==> config.mk <==
export PLATFORM = sky130hd
export DESIGN_NAME = result_tx
export DESIGN_NICKNAME = d
export VERILOG_FILES = /design/src/rtl/result_tx.sv
export SDC_FILE = /design/constraint.sdc
export NUM_CORES = 1
export LEC_CHECK = 0
export BUFFER_PORTS_ARGS = -buffer_cell sky130_fd_sc_hd__buf_2
export CORE_MARGIN = 2
export CORE_UTILIZATION = 53
export DETAILED_ROUTE_END_ITERATION = 6
export PLACE_DENSITY = 0.78
export REMOVE_ABC_BUFFERS = 1
export SETUP_SLACK_MARGIN = 0.1
export SLEW_MARGIN = 5
export SYNTH_ARGS = -nofsm -noshare
export SYNTH_HDL_FRONTEND = slang
export SYNTH_SLANG_ARGS = --single-unit
==> constraint.sdc <==
create_clock -name clk -period 1.9 [get_ports clk]
set_clock_uncertainty 0.2 [all_clocks]
set_input_delay 0.095 -clock clk [delete_from_list [all_inputs] [get_ports clk]]
set_output_delay 0.095 -clock clk [all_outputs]
set_load 0.1 [all_outputs]
==> src/rtl/result_tx.sv <==
`default_nettype none
// ============================================================================
// Module   : result_tx
// Purpose  : Framed, idle-high, MSB-first serial sender for 730/850 nm result
//            pairs, with a one-entry pending buffer for a pair that arrives
//            mid-frame. Optional even-parity bit: define RESULT_TX_PARITY_EN.
// Revision : 1.0 - initial release
// ============================================================================
module result_tx #(
    parameter int ADC_DATLEN   = 12,
    parameter int CLKS_PER_BIT = 4
) (
    input  logic                  clk,
    input  logic                  reset,
    input  logic                  load,
    input  logic [ADC_DATLEN-1:0] max730,
    input  logic [ADC_DATLEN-1:0] max850,
    output logic                  tx,
    output logic                  busy,
    output logic                  ready,
    output logic                  done,
    output logic                  drop
);

    localparam int c_DATA_W = 2 * ADC_DATLEN;
    localparam int c_BIT_W  = (c_DATA_W > 1) ? $clog2(c_DATA_W) : 1;
    localparam int c_DIV_W  = (CLKS_PER_BIT > 1) ? $clog2(CLKS_PER_BIT) : 1;

    localparam logic [c_DIV_W-1:0] c_DIV_LAST = c_DIV_W'(CLKS_PER_BIT - 1);
    localparam logic [c_DIV_W-1:0] c_DIV_ONE  = c_DIV_W'(1);
    localparam logic [c_BIT_W-1:0] c_BIT_LAST = c_BIT_W'(c_DATA_W - 1);
    localparam logic [c_BIT_W-1:0] c_BIT_ONE  = c_BIT_W'(1);

    localparam logic [2:0] c_ST_IDLE   = 3'd0;
    localparam logic [2:0] c_ST_START  = 3'd1;
    localparam logic [2:0] c_ST_DATA   = 3'd2;
`ifdef RESULT_TX_PARITY_EN
    localparam logic [2:0] c_ST_PARITY = 3'd3;
`endif
    localparam logic [2:0] c_ST_STOP   = 3'd4;

    logic [2:0]          r_state;
    logic [c_DIV_W-1:0]  r_div;
    logic [c_BIT_W-1:0]  r_bit;
    logic [c_DATA_W-1:0] r_shift;
    logic                r_pend_valid;
    logic [c_DATA_W-1:0] r_pend_data;
    logic                r_tx;
    logic                r_busy;
    logic                r_done;
    logic                r_drop;

    logic [2:0]          w_state_nxt;
    logic [c_DIV_W-1:0]  w_div_nxt;
    logic [c_BIT_W-1:0]  w_bit_nxt;
    logic [c_DATA_W-1:0] w_shift_nxt;
    logic                w_pend_valid_nxt;
    logic [c_DATA_W-1:0] w_pend_data_nxt;
    logic                w_drop_nxt;
    logic                w_launch;
    logic [c_DATA_W-1:0] w_launch_data;
    logic [c_DATA_W-1:0] w_load_data;
    logic                w_bit_end;
    logic                w_frame_end;
    logic                w_tx_nxt;
    logic                w_done_nxt;

    assign w_load_data = {max730, max850};
    assign w_bit_end   = (r_div == c_DIV_LAST);
    assign w_frame_end = (r_state == c_ST_STOP) && w_bit_end;

`ifdef RESULT_TX_PARITY_EN
    logic r_parity;
    logic w_parity_nxt;

    // Parity is fixed per frame, so it is taken from the word being launched.
    assign w_parity_nxt = w_launch ? (^w_launch_data) : r_parity;
`endif

    always_comb begin
        w_state_nxt      = r_state;
        w_div_nxt        = r_div + c_DIV_ONE;
        w_bit_nxt        = r_bit;
        w_shift_nxt      = r_shift;
        w_pend_valid_nxt = r_pend_valid;
        w_pend_data_nxt  = r_pend_data;
        w_drop_nxt       = 1'b0;
        w_launch         = 1'b0;
        w_launch_data    = w_load_data;

        case (r_state)
            c_ST_IDLE: begin
                w_div_nxt = '0;
                w_launch  = load;
            end
            c_ST_START: begin
                if (w_bit_end) begin
                    w_state_nxt = c_ST_DATA;
                    w_div_nxt   = '0;
                    w_bit_nxt   = '0;
                end
            end
            c_ST_DATA: begin
                if (w_bit_end) begin
                    w_div_nxt = '0;
                    if (r_bit == c_BIT_LAST) begin
`ifdef RESULT_TX_PARITY_EN
                        w_state_nxt = c_ST_PARITY;
`else
                        w_state_nxt = c_ST_STOP;
`endif
                    end else begin
                        w_bit_nxt   = r_bit + c_BIT_ONE;
                        w_shift_nxt = {r_shift[c_DATA_W-2:0], 1'b0};
                    end
                end
            end
`ifdef RESULT_TX_PARITY_EN
            c_ST_PARITY: begin
                if (w_bit_end) begin
                    w_state_nxt = c_ST_STOP;
                    w_div_nxt   = '0;
                end
            end
`endif
            c_ST_STOP: begin
                if (w_bit_end) begin
                    // A pending pair always goes first; a coincident load refills the slot.
                    if (r_pend_valid) begin
                        w_launch         = 1'b1;
                        w_launch_data    = r_pend_data;
                        w_pend_valid_nxt = load;
                        if (load) begin
                            w_pend_data_nxt = w_load_data;
                        end
                    end else if (load) begin
                        w_launch = 1'b1;
                    end else begin
                        w_state_nxt = c_ST_IDLE;
                        w_div_nxt   = '0;
                    end
                end
            end
            default: begin
                w_state_nxt = c_ST_IDLE;
                w_div_nxt   = '0;
            end
        endcase

        if (load && (r_state != c_ST_IDLE) && !w_frame_end) begin
            if (r_pend_valid) begin
                w_drop_nxt = 1'b1;
            end else begin
                w_pend_valid_nxt = 1'b1;
                w_pend_data_nxt  = w_load_data;
            end
        end

        if (w_launch) begin
            w_state_nxt = c_ST_START;
            w_div_nxt   = '0;
            w_bit_nxt   = '0;
            w_shift_nxt = w_launch_data;
        end
    end

    // Line level is derived from the next state so that tx is a flop output.
    always_comb begin
        case (w_state_nxt)
            c_ST_START:  w_tx_nxt = 1'b0;
            c_ST_DATA:   w_tx_nxt = w_shift_nxt[c_DATA_W-1];
`ifdef RESULT_TX_PARITY_EN
            c_ST_PARITY: w_tx_nxt = w_parity_nxt;
`endif
            default:     w_tx_nxt = 1'b1;
        endcase
    end

    assign w_done_nxt = (w_state_nxt == c_ST_STOP) && (w_div_nxt == c_DIV_LAST);

    always_ff @(posedge clk) begin
        if (reset) begin
            r_state      <= c_ST_IDLE;
            r_div        <= '0;
            r_bit        <= '0;
            r_shift      <= '0;
            r_pend_valid <= 1'b0;
            r_pend_data  <= '0;
            r_tx         <= 1'b1;
            r_busy       <= 1'b0;
            r_done       <= 1'b0;
            r_drop       <= 1'b0;
        end else begin
            r_state      <= w_state_nxt;
            r_div        <= w_div_nxt;
            r_bit        <= w_bit_nxt;
            r_shift      <= w_shift_nxt;
            r_pend_valid <= w_pend_valid_nxt;
            r_pend_data  <= w_pend_data_nxt;
            r_tx         <= w_tx_nxt;
            r_busy       <= (w_state_nxt != c_ST_IDLE);
            r_done       <= w_done_nxt;
            r_drop       <= w_drop_nxt;
        end
    end

`ifdef RESULT_TX_PARITY_EN
    always_ff @(posedge clk) begin
        if (reset) begin
            r_parity <= 1'b0;
        end else begin
            r_parity <= w_parity_nxt;
        end
    end
`endif

    assign tx    = r_tx;
    assign busy  = r_busy;
    assign ready = ~r_pend_valid;
    assign done  = r_done;
    assign drop  = r_drop;

endmodule
`default_nettype wire
==> metrics.txt, run 1 <==
PwrDens 667 nW/um^2; via/cell ratio 6.12; multiplexer area fraction after synthesis 8.04%; H-tree depth reported by CTS 3; maximum fanout along the worst path 6; minimum clock period 1.95 ns; Tcrit/Tclk final 103%; Reg clk slew, reported paths 0.07 ns; total congestion overflow 0; placed cells 460; library cells used by synthesis 47; CTS root buf clkbuf_8; Hold WC Path Type flip-flop to flip-flop; Placed Instance Area 3580 um^2; core box area 5920 um^2; cell area after layout 4760 um^2; slowest CP cell dfxtp_2; post-synthesis sequential area ratio 39.0%; DRT antenna net count 0; IO buf count 31; yosys warns 0; GP Congestion 0.871; critical path class flip-flop to flip-flop; Slew headroom 67.9%; Layout Nets 473; largest net degree at the start of global routing 32; final slew viol count 0; Vias 3201; Diodes inserted 0; die width 82.2 um; complex-gate fraction of the synthesized area 21.4%; Area growth syn-to-layout 47.0%; unrepaired setup endpoints after global routing true; Primary FF master, synth dfxtp_1; Leak 1.91 nW; clock buffer depth 2; Worst EP required 1.95 ns; gr usage total 26.5%; Least-Margin Pin Slew 0.485 ns; Non-Filler Instances 523; Synth Instances 360; Post-Synth XOR/XNOR Area 0.271%; status finished with violations; Worst Path Arrival 2.00 ns; slowest stage delay, CP 0.36 ns; ys async rst share 0%; Place WS -0.0227 ns; first-pass GRT wire length 13.5 mm; cells along the critical path ha_4 > and4bb_4 > and2_4 > clkbuf_16 > nand2_4 > a311oi_2; share of post-route cells with drive strength above 1 41.3%; worst skew pair latency 0.36 ns; Max VDD drop 0.548 mV; Clock Sink Count 63; I/O pin count 32; Setup crit end kind flip-flop; cell area after synthesis 3240 um^2; vias in the first global route 2869; simple-gate share of the synthesized area 23.2%; Mean Syn Cell Area 8.99 um^2; TNS Setup -0.0714 ns; Post-DP HPWL 4.88 mm; # fillers 307; f_max 512 MHz; WL final 10.2 mm; EDFF count, synth 0; MaxCap Viol Count 0; wire per inst 19.5 um; final hold violation count 0; DRC viols 0; CTS buffer count 9; Post-Synth Adder-Cell Area 0.773%; DIE HEIGHT 82.2 um; initial drt markers 198; FF+latch area 1270 um^2; starting density of the core 54.7%; CTS tree yes; drt first pass iters 6; crit-path leading delay family simple AND/OR/NAND/NOR gates; main combinational cell family by area after synthesis simple AND/OR/NAND/NOR gates; Yosys reg bits 63; final critical-path setup slack -0.0521 ns; DIE AREA 6750 um^2; CP startpoint kind flip-flop; initial antenna violation count 0; failing checks setup timing; Final setup viols 2; most frequent cells in the layout nand2_1, dfxtp_1, buf_2, dlygate4sd3_1, mux2i_1; row count 28; commonest non-fill, non-tap cell in the layout nand2_1; WP buf/inv 1; area of the multi-input gates 2090 um^2
final cells by class:
class	instances	share of cell area, %
clock buffers	11	3.18
clock inverters	4	0.947
multi-input cells	259	44.0
flip-flops and latches	63	26.7
repair buffers	106	22.8
well taps	75	1.97
inverters	5	0.395
power breakdown:
| part | switching [W] | leakage [nW] | internal (W) | total, W |
|---|---|---|---|---|
| combinational | 0.000289 | 1.28 | 0.000238 | 0.000527 |
| clock | 0.000529 | 0.105 | 0.000663 | 0.00119 |
| sequential | 0.0000549 | 0.520 | 0.00140 | 0.00145 |
sequential cells by signal, summed over array words and instances (netlist names):
register,flops
tx,1
drop,1
r_pend_valid,1
r_state,3
r_bit,5
r_div,2
r_pend_data,24
busy,1
done,1
r_shift,24
cells in the mapped netlist, drive strengths merged, types with 5 or more instances:
library cell	count	area [um^2]
nand2	100	378
inv	5	18.8
nor2	10	40.0
dfxtp	63	1260
buf	21	175
mux2i	26	260
clkbuf	12	45.0
a211oi	23	173
and3	25	156
nand3	5	25.0
a21oi	7	46.3
a311oi	24	323
routing by layer:
layer	wire length [um]	global-route usage, %
met5	0	0
met2	5350	43.8
met4	183	9.33
met3	628	7.28
met1	4030	33.3
cell families after synthesis:
| logic type | Yosys count |
|---|---|
| buf+inv | 38 |
| flops | 63 |
| fa+ha+maj | 2 |
| compound gates | 72 |
| xor+xnor | 1 |
| mux | 26 |
| simple gates | 158 |
worst register-to-register path: stages (launching register included):
cell	delay, ns
dfxtp_2	0.36
ha_4	0.16
and4bb_4	0.31
and2_4	0.25
clkbuf_16	0.20
nand2_4	0.05
a311oi_2	0.33
worst paths after layout:
path	slack, ns	startpoint	cells after the start	end
max	-0.05	r_div[0]$_SDFF_PP0_	6	r_shift[4]$_SDFFE_PP0P_
min	0.26	r_pend_data[13]$_SDFF_PP0_	2	r_pend_data[13]$_SDFF_PP0_
min reg2reg	0.26	r_pend_data[13]$_SDFF_PP0_	2	r_pend_data[13]$_SDFF_PP0_
max reg2reg	-0.05	r_div[0]$_SDFF_PP0_	6	r_shift[4]$_SDFFE_PP0P_
repair_timing:
item	CTS	global route
gates cloned	1	8
endpoints found under the setup margin	57	58
buffers inserted	5	8
hold buffers	26	0
endpoints found under the hold margin	56	0
pin swaps	25	37
gates resized for setup	36	54
stage by stage:
stage | total power [W] | util [%] | hold WS (ns)
global placement | 0.00185 | 60.5 | 0.153
finish | 0.00317 | 80.3 | 0.260
floorplan | 0.00170 | - | -0.0371
detailed placement | 0.00186 | 60.5 | 0.166
CTS | 0.00310 | 71.7 | 0.257
global route | 0.00326 | 80.3 | 0.283
(Power assumes the default switching activity.)
==> run 2: changes to the inputs <==
--- a/config.mk
+++ b/config.mk
@@ -8,6 +8,7 @@
 export BUFFER_PORTS_ARGS = -buffer_cell sky130_fd_sc_hd__buf_2
 export CORE_MARGIN = 2
 export CORE_UTILIZATION = 53
+export CTS_BUF_LIST = sky130_fd_sc_hd__clkbuf_16
 export DETAILED_ROUTE_END_ITERATION = 6
 export PLACE_DENSITY = 0.78
 export REMOVE_ABC_BUFFERS = 1
==> metrics.txt, run 2 (synthesized netlist as in run 1, its figures left out) <==
status finished with violations (unchanged); failing checks setup timing (unchanged); unrepaired setup endpoints after global routing true (unchanged); row count 28 (unchanged); CTS buffer count 9 (unchanged); total congestion overflow 0 (unchanged); Diodes inserted 0 (unchanged); crit-path leading delay family simple AND/OR/NAND/NOR gates (unchanged); share of post-route cells with drive strength above 1 43.9% (was 41.3%); Final Util 82.3% (was 80.3%); Reg clk slew, reported paths 0.05 ns (was 0.07 ns); DRT antenna net count 0 (unchanged); final slew viol count 0 (unchanged); Worst EP required 1.94 ns (was 1.95 ns); initial drt markers 268 (was 198); final critical-path setup slack -0.0510 ns (was -0.0521 ns); first-pass GRT wire length 14.7 mm (was 13.5 mm); core box area 5920 um^2 (unchanged); IO buf count 31 (unchanged); Leak 2.02 nW (was 1.91 nW); Post-DP HPWL 4.88 mm (unchanged); worst skew pair latency 0.34 ns (was 0.36 ns); die width 82.2 um (unchanged); largest net degree at the start of global routing 32 (unchanged); Max VDD drop 0.737 mV (was 0.548 mV); Top Registers r_pend_data (24), r_shift (24), r_bit (5) (unchanged); Tcrit/Tclk final 103% (about the same); Slew headroom 67.8% (was 67.9%); slowest CP cell dfxtp_2 (unchanged); f_max 513 MHz (was 512 MHz); CTS root buf clkbuf_16 (was clkbuf_8); WP buf/inv 2 (was 1); Setup crit end kind flip-flop (unchanged); maximum fanout along the worst path 6 (unchanged); Hold WC Path Type flip-flop to flip-flop (unchanged); final hold violation count 0 (unchanged); GP Congestion 0.871 (unchanged); DRC viols 0 (unchanged); via/cell ratio 6.24 (was 6.12); MaxCap Viol Count 0 (unchanged); TNS Setup -0.202 ns (was -0.0714 ns); FF+latch area 1270 um^2 (about the same); Vias 3225 (was 3201); Worst Path Arrival 1.99 ns (was 2.00 ns); PwrDens 736 nW/um^2 (was 667 nW/um^2); Place WS -0.0227 ns (unchanged); CP startpoint kind flip-flop (unchanged); H-tree depth reported by CTS 3 (unchanged); Clock Sink Count 63 (unchanged); critical path class flip-flop to flip-flop (unchanged); initial antenna violation count 0 (unchanged); # fillers 285 (was 307); Placed Instance Area 3580 um^2 (unchanged); cell area after layout 4870 um^2 (was 4760 um^2); starting density of the core 54.7% (unchanged); Least-Margin Pin Slew 0.486 ns (was 0.485 ns); Final setup viols 15 (was 2); most frequent cells in the layout nand2_1, dfxtp_1, buf_2, mux2i_1, dlygate4sd3_1 (was nand2_1, dfxtp_1, buf_2, dlygate4sd3_1, mux2i_1); gr usage total 28.8% (was 26.5%); CTS tree yes (unchanged); Area growth syn-to-layout 50.5% (was 47.0%); wire per inst 20.4 um (was 19.5 um); clock buffer depth 2 (unchanged); I/O pin count 32 (unchanged); cells along the critical path ha_4 > buf_6 > and4bb_4 > and2_4 > clkbuf_16 > nand2_1 > a311oi_2 (was ha_4 > and4bb_4 > and2_4 > clkbuf_16 > nand2_4 > a311oi_2); DIE AREA 6750 um^2 (unchanged); slowest stage delay, CP 0.35 ns (was 0.36 ns); Layout Nets 467 (was 473); commonest non-fill, non-tap cell in the layout nand2_1 (unchanged); drt first pass iters 5 (was 6); area of the multi-input gates 2200 um^2 (was 2090 um^2); vias in the first global route 3056 (was 2869); DIE HEIGHT 82.2 um (unchanged); minimum clock period 1.95 ns (about the same); WL final 10.6 mm (was 10.2 mm)
-- run 2: final timing paths --
kind / slack, ns / end / startpoint / cells past startpoint
setup / recovery: -0.05 / r_shift[1]$_SDFFE_PP0P_ / r_div[0]$_SDFF_PP0_ / 7
hold / removal: 0.25 / r_pend_data[13]$_SDFF_PP0_ / r_pend_data[13]$_SDFF_PP0_ / 2
setup reg to reg: -0.05 / r_shift[1]$_SDFFE_PP0P_ / r_div[0]$_SDFF_PP0_ / 7
hold reg to reg: 0.25 / r_pend_data[13]$_SDFF_PP0_ / r_pend_data[13]$_SDFF_PP0_ / 2
-- run 2: final cells by class --
class / instances / area share [%]
clock buffers: 9 / 4.62
clock inverters: 6 / 1.08
inverters: 5 / 0.385
multi-input cells: 259 / 45.2
flip-flops and latches: 63 / 26.1
well taps: 75 / 1.93
repair buffers: 100 / 20.6
-- run 2: per-stage QoR --
| stage | total power [W] | hold slack (ns) | std cells |
|---|---|---|---|
| 2_1_floorplan | 0.00170 | -0.0371 | 327 |
| 3_3_place_gp | 0.00185 | 0.153 | 460 |
| 3_5_place_dp | 0.00186 | 0.166 | 460 |
| 4_1_cts | 0.00350 | 0.255 | 511 |
| 5_1_grt | 0.00369 | 0.274 | 517 |
| 6_report | 0.00359 | 0.252 | 517 |
-- run 2: where the power goes --
part,switching (W),internal (W),leakage (nW)
combinational,0.000299,0.000244,1.36
clock,0.000589,0.000990,0.140
sequential,0.0000663,0.00140,0.520
total,0.000954,0.00263,2.02
-- run 2: repair_timing --
item,CTS,global route
pin swaps,19,40
gates cloned,3,3
hold buffers,26,0
setup endpoints to repair,57,57
hold endpoints to repair,49,0
resized for setup,52,70
buffers inserted,7,4
-- run 2: worst reg2reg max path, stage by stage, from the launching register on --
cell and delay, ns:
dfxtp_2 0.35, ha_4 0.15, buf_6 0.10, and4bb_4 0.28, and2_4 0.24, clkbuf_16 0.19
nand2_1 0.07, a311oi_2 0.27
-- run 2: layer usage --
metal | routed length [um] | share of wire [%] | GRT usage, %
met1 | 4090 | 39 | 34.2
met5 | 0 | 0 | 0
met2 | 5490 | 52 | 48.3
met4 | 337 | 3.2 | 13.0
met3 | 646 | 6.1 | 8.26
==> run 3: changes to the inputs <==
--- a/config.mk
+++ b/config.mk
@@ -11,7 +11,6 @@
 export CTS_BUF_LIST = sky130_fd_sc_hd__clkbuf_16
 export DETAILED_ROUTE_END_ITERATION = 6
 export PLACE_DENSITY = 0.78
-export REMOVE_ABC_BUFFERS = 1
 export SETUP_SLACK_MARGIN = 0.1
 export SLEW_MARGIN = 5
 export SYNTH_ARGS = -nofsm -noshare
==> metrics.txt, run 3 (synthesized netlist as in run 1, its figures left out) <==
status finished with violations (unchanged); failing checks setup timing (unchanged); core box area 5920 um^2 (unchanged); DRT antenna net count 0 (unchanged); I/O pin count 32 (unchanged); commonest non-fill, non-tap cell in the layout nand2_1 (unchanged); Max VDD drop 0.705 mV (was 0.737 mV); # fillers 279 (was 285); wire per inst 22.6 um (was 20.4 um); IO buf count 31 (unchanged); DRC viols 0 (unchanged); Leak 1.89 nW (was 2.02 nW); initial antenna violation count 0 (unchanged); row count 28 (unchanged); MaxCap Viol Count 0 (unchanged); DIE HEIGHT 82.2 um (unchanged); area of the multi-input gates 2230 um^2 (was 2200 um^2); final critical-path setup slack -0.0403 ns (was -0.0510 ns); CTS tree yes (unchanged); Synth Net Count 389; CTS root buf clkbuf_16 (unchanged); Place WS -0.00386 ns (was -0.0227 ns); initial drt markers 268 (unchanged); CTS buffer count 9 (unchanged); via/cell ratio 6.48 (was 6.24); f_max 515 MHz (was 513 MHz); Slew headroom 67.6% (was 67.8%); Reg clk slew, reported paths 0.05 ns (about the same); final slew viol count 0 (unchanged); final hold violation count 0 (unchanged); DIE AREA 6750 um^2 (unchanged); clock buffer depth 2 (unchanged); worst skew pair latency 0.34 ns (about the same); Worst Path Arrival 1.97 ns (was 1.99 ns); R2R setup slack -0.04 ns (was -0.05 ns); share of post-route cells with drive strength above 1 45.8% (was 43.9%); GP Congestion 0.936 (was 0.871); Final setup viols 4 (was 15); WL final 11.8 mm (was 10.6 mm); vias in the first global route 2785 (was 3056); H-tree depth reported by CTS 3 (unchanged); Worst EP required 1.93 ns (was 1.94 ns); Vias 3391 (was 3225); drt first pass iters 5 (unchanged); minimum clock period 1.94 ns (was 1.95 ns); gr usage total 26.4% (was 28.8%); die width 82.2 um (unchanged); total congestion overflow 0 (unchanged); Clock Sink Count 63 (unchanged); maximum fanout along the worst path 6 (unchanged); critical path class flip-flop to flip-flop (unchanged); Setup crit end kind flip-flop (unchanged); Top Registers r_pend_data (24), r_shift (24), r_bit (5) (unchanged); most frequent cells in the layout nand2_1, dfxtp_1, buf_2, dlygate4sd3_1, mux2i_1 (was nand2_1, dfxtp_1, buf_2, mux2i_1, dlygate4sd3_1); Tcrit/Tclk final 102% (was 103%); slowest CP cell dfxtp_4 (was dfxtp_2); Post-DP HPWL 5.04 mm (was 4.88 mm); FF+latch area 1280 um^2 (was 1270 um^2); first-pass GRT wire length 13.5 mm (was 14.7 mm); Hold WC Path Type flip-flop to flip-flop (unchanged); starting density of the core 54.7% (unchanged); cells along the critical path ha_4 > nand4b_1 > buf_4 > nand2_8 > clkbuf_16 > nand2_2 > a311oi_1 (was ha_4 > buf_6 > and4bb_4 > and2_4 > clkbuf_16 > nand2_1 > a311oi_2); PwrDens 698 nW/um^2 (was 736 nW/um^2); unrepaired setup endpoints after global routing true (unchanged); Final Util 83.9% (was 82.3%); slowest stage delay, CP 0.37 ns (was 0.35 ns); Least-Margin Pin Slew 0.479 ns (was 0.486 ns); Area growth syn-to-layout 53.5% (was 50.5%); Layout Nets 475 (was 467); CP startpoint kind flip-flop (unchanged); largest net degree at the start of global routing 29 (was 32); Diodes inserted 0 (unchanged)
==> run 3: final timing paths <==
check                           cells past startpoint                       start                          to
worst max-delay path                                7       r_bit[0]$_SDFFE_PP0P_    r_shift[22]$_SDFFE_PP0P_
worst min-delay path                                2  r_pend_data[14]$_SDFF_PP0_  r_pend_data[14]$_SDFF_PP0_
worst max register to register                      7       r_bit[0]$_SDFFE_PP0P_    r_shift[22]$_SDFFE_PP0P_
worst min register to register                      2  r_pend_data[14]$_SDFF_PP0_  r_pend_data[14]$_SDFF_PP0_
==> run 3: repair_timing <==
| action | in CTS | in global routing |
|---|---|---|
| resized for setup | 32 | 93 |
| pin swaps | 4 | 56 |
| endpoints found under the setup margin | 55 | 57 |
| hold endpoints to repair | 46 | 0 |
| setup buffers | 4 | 8 |
| gates cloned | 1 | 11 |
| hold buffers | 26 | 0 |
==> run 3: critical path: cells and delay by family, from the launching register on <==
| family | cells | cell delay, ns |
|---|---|---|
| adder cells (fa/ha/maj) | 1 | 0.14 |
| buffers and inverters | 2 | 0.43 |
| AO/OA/AOI/OAI | 1 | 0.28 |
| flip-flops | 1 | 0.37 |
| AND/OR/NAND/NOR | 3 | 0.40 |
==> run 3: power by group <==
part | total, W | internal [W] | switching (W)
sequential | 0.00146 | 0.00139 | 0.0000661
combinational | 0.000575 | 0.000263 | 0.000312
clock | 0.00143 | 0.000843 | 0.000588
total | 0.00347 | 0.00250 | 0.000966
==> run 3: metal layers <==
| metal | GRT usage, % | wire length (um) | vias up |
|---|---|---|---|
| met5 | 0 | 0 | - |
| met4 | 13.5 | 652 | 0 |
| met3 | 4.57 | 916 | 71 |
| met2 | 42.3 | 5490 | 222 |
| met1 | 34.2 | 4750 | 1631 |
| li1 | - | - | 1467 |
==> run 3: area by class of cell <==
type,count,area share [%]
multi-input cells,259,44.8
repair buffers,108,22.3
well taps,75,1.89
clock inverters,4,0.327
clock buffers,9,4.53
inverters,5,0.378
flip-flops and latches,63,25.8
==> run 3: stage by stage <==
step | instance area, um^2 | setup TNS, ns | hold WS (ns) | power, W | instances
6_report | 4970 | -0.106 | 0.260 | 0.00347 | 523
5_1_grt | 4970 | -0.727 | 0.277 | 0.00355 | 523
4_1_cts | 4260 | 0 | 0.253 | 0.00333 | 504
3_5_place_dp | 3580 | -0.0100 | 0.163 | 0.00187 | 460
3_3_place_gp | 3580 | 0 | 0.158 | 0.00186 | 460
2_1_floorplan | 3250 | 0 | 0.0371 | 0.00175 | 360
